===== src/rtl/adder_arbiter.sv =====
// adder_arbiter: round-robin arbiter/sequencer sharing one W-bit
// ripple-carry adder (built from full_adder cells) among NREQ requesters.
//
// Ports:
//   clk    - system clock, rising edge
//   rst_n  - asynchronous active-low reset
//   req    - per-requester request, held with operands until done/abort
//   a, b   - packed operands, requester i on [i*W +: W]
//   ci     - per-requester carry-in
//   sub    - per-requester subtract select (only with ADDER_ARBITER_SUB_EN)
//   gnt    - one-hot grant, zero when idle
//   s, co  - registered sum / carry-out of the last completed operation
//   done   - one-cycle completion pulse to the served requester
//   busy   - high whenever the FSM is not IDLE
//
// Optional feature macro: ADDER_ARBITER_SUB_EN (adds the sub port; a - b
// computed as a + ~b + 1, co=1 meaning no borrow).

module full_adder (
  input  logic a,
  input  logic b,
  input  logic ci,
  output logic s,
  output logic co
);
  assign s  = a ^ b ^ ci;
  assign co = (a & b) | (ci & (a ^ b));
endmodule

module adder_arbiter #(
  parameter int W    = 10,
  parameter int NREQ = 4
) (
  input  logic              clk,
  input  logic              rst_n,
  input  logic [NREQ-1:0]   req,
  input  logic [NREQ*W-1:0] a,
  input  logic [NREQ*W-1:0] b,
  input  logic [NREQ-1:0]   ci,
`ifdef ADDER_ARBITER_SUB_EN
  input  logic [NREQ-1:0]   sub,
`endif
  output logic [NREQ-1:0]   gnt,
  output logic [W-1:0]      s,
  output logic              co,
  output logic [NREQ-1:0]   done,
  output logic              busy
);
  localparam int IW = (NREQ > 1) ? $clog2(NREQ) : 1;

  typedef enum logic [1:0] {IDLE, LOAD, CALC, DONE} state_e;

  state_e          state_q, state_d;
  logic [IW-1:0]   k_q, k_d;
  logic [IW-1:0]   last_q, last_d;
  logic [W-1:0]    opa_q, opb_q;
  logic            opc_q;
  logic [W-1:0]    s_q;
  logic            co_q;
  logic            load_en, res_en;

  // unpacked views of the per-requester operand buses
  logic [W-1:0] a_arr [NREQ];
  logic [W-1:0] b_arr [NREQ];
  for (genvar i = 0; i < NREQ; i++) begin : g_unpack
    assign a_arr[i] = a[i*W +: W];
    assign b_arr[i] = b[i*W +: W];
  end

  // round-robin pick: first set req searching upward from last+1, wrapping
  logic          win_found;
  logic [IW-1:0] win_idx;
  always_comb begin
    int cand;
    win_found = 1'b0;
    win_idx   = '0;
    cand      = 0;
    for (int i = 1; i <= NREQ; i++) begin
      cand = int'(last_q) + i;
      if (cand >= NREQ) cand = cand - NREQ;
      if (!win_found && req[cand[IW-1:0]]) begin
        win_found = 1'b1;
        win_idx   = cand[IW-1:0];
      end
    end
  end

  // next-state / control
  always_comb begin
    state_d = state_q;
    k_d     = k_q;
    last_d  = last_q;
    load_en = 1'b0;
    res_en  = 1'b0;
    unique case (state_q)
      IDLE: if (win_found) begin
        k_d     = win_idx;
        state_d = LOAD;
      end
      LOAD: begin
        // a requester that dropped req before capture aborts the slot
        // without moving the priority pointer
        if (req[k_q]) begin
          load_en = 1'b1;
          state_d = CALC;
        end else begin
          state_d = IDLE;
        end
      end
      CALC: begin
        res_en  = 1'b1;
        state_d = DONE;
      end
      DONE: begin
        last_d  = k_q;
        state_d = IDLE;
      end
      default: state_d = IDLE;
    endcase
  end

  // operand capture; subtraction folds into the stored operands so the
  // adder itself stays a plain a + b + cin
  logic [W-1:0] cap_b;
  logic         cap_c;
  always_comb begin
    cap_b = b_arr[k_q];
    cap_c = ci[k_q];
`ifdef ADDER_ARBITER_SUB_EN
    if (sub[k_q]) begin
      cap_b = ~b_arr[k_q];
      cap_c = 1'b1;
    end
`endif
  end

  // shared ripple-carry adder
  logic [W:0]   carry;
  logic [W-1:0] sum;
  assign carry[0] = opc_q;
  for (genvar i = 0; i < W; i++) begin : g_fa
    full_adder u_fa (
      .a  (opa_q[i]),
      .b  (opb_q[i]),
      .ci (carry[i]),
      .s  (sum[i]),
      .co (carry[i+1])
    );
  end

  always_ff @(posedge clk or negedge rst_n) begin
    if (!rst_n) begin
      state_q <= IDLE;
      k_q     <= '0;
      last_q  <= IW'(NREQ-1);
      opa_q   <= '0;
      opb_q   <= '0;
      opc_q   <= 1'b0;
      s_q     <= '0;
      co_q    <= 1'b0;
    end else begin
      state_q <= state_d;
      k_q     <= k_d;
      last_q  <= last_d;
      if (load_en) begin
        opa_q <= a_arr[k_q];
        opb_q <= cap_b;
        opc_q <= cap_c;
      end
      if (res_en) begin
        s_q  <= sum;
        co_q <= carry[W];
      end
    end
  end

  logic [NREQ-1:0] sel_oh;
  assign sel_oh = NREQ'(1) << k_q;
  assign busy   = (state_q != IDLE);
  assign gnt    = busy ? sel_oh : '0;
  assign done   = (state_q == DONE) ? sel_oh : '0;
  assign s      = s_q;
  assign co     = co_q;

endmodule

===== config.mk =====
export PLATFORM = sky130hd
export DESIGN_NAME = adder_arbiter
export DESIGN_NICKNAME = d
export VERILOG_FILES = /design/src/rtl/adder_arbiter.sv
export SDC_FILE = /design/constraint.sdc
export NUM_CORES = 1
export LEC_CHECK = 0
export ABC_CLOCK_PERIOD_IN_PS = 10650
export BUFFER_PORTS_ARGS = -buffer_cell sky130_fd_sc_hd__buf_2
export CORE_MARGIN = 1.5
export CORE_UTILIZATION = 50
export CTS_BUF_LIST = sky130_fd_sc_hd__clkbuf_4 sky130_fd_sc_hd__clkbuf_8 sky130_fd_sc_hd__clkbuf_16
export CTS_CLUSTER_SIZE = 10
export DETAILED_ROUTE_END_ITERATION = 8
export MAX_ROUTING_LAYER = met4
export PLACE_DENSITY = 0.84
export SLEW_MARGIN = 20
export SYNTH_ARGS = -nofsm -noshare
export SYNTH_HDL_FRONTEND = slang
export SYNTH_SLANG_ARGS = --single-unit

===== constraint.sdc =====
create_clock -name clk -period 10.65 [get_ports clk]
set_input_delay 1.065 -clock clk [delete_from_list [all_inputs] [get_ports clk]]
set_output_delay 1.065 -clock clk [all_outputs]
set_load 0.01 [all_outputs]

==> results.yml <==
timing:
  relSlewSlack_pct: 29.7
  period_share_pct: 43.5
  fmax_mhz: 216
  setup_viol: 0
  hold_violations: 0
  maxSlewViolCount: 0
  max_slew.worst_pin.slew_ns: 1.05
  finalSetupTns_ns: 0
  rsz0062_at_grt: "no"
  fin_crit_ns: 4.63
  layout_setup_ws_ns: 6.02
  fin_skew_ns: 0.00655
yosys:
  ys_ff_latch: 38
  synth_top_cell_area_share_pct: 36.8
  synth_area_leader_cell: "dfrtp_1"
  yosysWarnings: 0
  synth_common_cells: "36 x dfrtp_1, 34 x nand2_1, 19 x mux2_4"
  synth-edff-count: 0
  syn_inst: 177
  yosysSeqAreaShare_pct: 38.9
  synth_fp_nets: 277
  yosys-top-cells-area: "dfrtp_1 37%, mux4_2 13%, mux2_4 12%"
  ys.flop_type: "dfrtp_1"
  synth_most_common_cell: "dfrtp_1"
  avgSynthCellArea_um2: 13.8
  syn_area_um2: 2450
  synth.distinct_cells: 27
  async_flop_share_pct: 100
clock_network:
  cts_buffers: 5
  cts_sinks: 38
  cts_tree: "done"
  htreeDepth: 2
  cts_resized: 0
  post_cts_buffers: 0
  clk_path_buf_depth: 2
  path_clk_slew_ns: 0.07
  holdBufCountCts: 0
  cts_root_buf: "clkbuf_8"
  clock_latency_ns: 0.29
grt:
  track_usage_pct: 22.9
  overflow: 0
  grt_pass1_wl_mm: 8.74
  grt_pass1_vias: 1883
  antenna_found_initial: 0
  grt_max_degree: 39
layout:
  finish.utilization_pct: 65.9
  design_area_um2: 3110
  area_delta_synth_final_pct: 27.0
  drive_above_1_share_pct: 55.8
  finalNonFillerCells: 352
  diodes: 0
  num-nets-final: 384
floorplan:
  die_area_um2: 5330
  core_um2: 4720
  start_util_pct: 51.9
  io-pin-count: 110
  die_x_um: 73.0
  die_y_um: 73.0
  rows: 25
place:
  place_ws_ns: 6.06
  dp.cells: 344
  placed_area_um2: 3000
  io_buffers: 109
  globalplace.congestion: 0.787
route:
  drc: 0
  first_iter_violations: 92
  ant_nets: 0
  wire_per_inst_um: 15.5
  totalWireLength_mm: 5.46
  drt-pass1-iter-count: 5
  vias: 1850
  vias_per_cell: 5.26
power_and_ir_drop:
  power.leakage_nw: 1.61
  power_density_nw_per_um2: 286
  peakVddDrop_uv: 115
hold_path:
  hold_class: "register to register"
critical_path:
  cp_max_fo: 2
  worstSetupEndpointType: "register"
  crit_type: "register to register"
  cp-start-kind: "register"
  critPathRequiredTime_ns: 10.84
  crit_arrival_ns: 4.82
status:
  outcome: "finished, final reports clean"
flow_run:
  cap_violations: 0
layout by cell type, fill, tap and decap left out, drive strengths merged, types with 2 or more instances in the layout:
cell / synthesis / layout
inv: 9 / 9
mux2: 24 / 24
nor3: 2 / 2
clkbuf: 2 / 8
nor2: 9 / 9
o21ai: 6 / 6
mux4: 22 / 22
dfstp: 2 / 2
buf: 8 / 110
nand2: 34 / 34
nand3b: 2 / 2
fa: 10 / 10
dfrtp: 36 / 36
nand2b: 4 / 4
worst paths after layout:
check	start	end	slack, ns	depth (start not counted)
setup / recovery	opb_q[0]	s[9]	6.02	14
setup reg to reg	opb_q[0]	s[9]	6.02	14
hold reg to reg	s[5]	s[5]	0.47	2
hold / removal	s[5]	s[5]	0.47	2
max in group asynchronous	rst_n	opb_q[8]	9.27	1
min in group asynchronous	rst_n	s[3]	0.87	1
routing by layer:
| layer | vias to the layer above | track usage, % | part of all wire (%) |
|---|---|---|---|
| met2 | 75 | 36.5 | 52 |
| met4 | 0 | 12.4 | 2.7 |
| met1 | 911 | 27.8 | 41 |
| met3 | 15 | 4.28 | 4.6 |
| met5 | - | - | 0 |
| li1 | 849 | - | - |
worst max-delay path, cell delays in order, from the launching register on:
cell	delay, ns
dfrtp_1	0.39
inv_1	0.08
fa_1	0.18
inv_1	0.06
fa_1	0.38
fa_1	0.41
fa_1	0.39
fa_1	0.39
fa_1	0.41
fa_1	0.40
fa_1	0.40
fa_1	0.37
inv_1	0.08
fa_1	0.40
o21ai_0	0.20
power by group:
part           total, mW  switching [mW]  internal [mW]  leakage (nW)
Clock              0.114          0.0486         0.0653        0.0575
Sequential         0.306          0.0833          0.222         0.453
Combinational      0.471           0.197          0.275          1.10
Total              0.891           0.329          0.562          1.61
kinds of logic after synthesis:
kind of cell / share of synthesized area [%]
adders and majority gates: 8.17
AOI/OAI and AO/OA: 2.60
buffers and inverters: 4.85
and+or+nand+nor: 9.70
DFF: 38.9
muxes: 35.8
per-stage QoR:
step / total power [mW] / hold WS [ns]
CTS: 0.899 / 0.475
finish: 0.891 / 0.468
floorplan: 0.668 / 0.481
detailed placement: 0.780 / 0.458
global route: 0.962 / 0.497
global placement: 0.755 / 0.452
registers in the layout, summed over array words and instances, names as in the netlist, named ones only:
| name | cells |
|---|---|
| opb_q | 10 |
| opa_q | 10 |
| last_q | 2 |
| k_q | 2 |
| s | 10 |
| opc_q | 1 |
| co | 1 |
| state_q | 1 |
area by class of cell:
cell class,instances,area [µm²]
Inverter,9,33.8
Tap cell,67,83.8
Clock buffer,8,110
Multi-Input combinational cell,120,1380
Timing Repair Buffer,110,553
Sequential cell,38,953
Fill cell,351,1610
(Power assumes the default switching activity.)
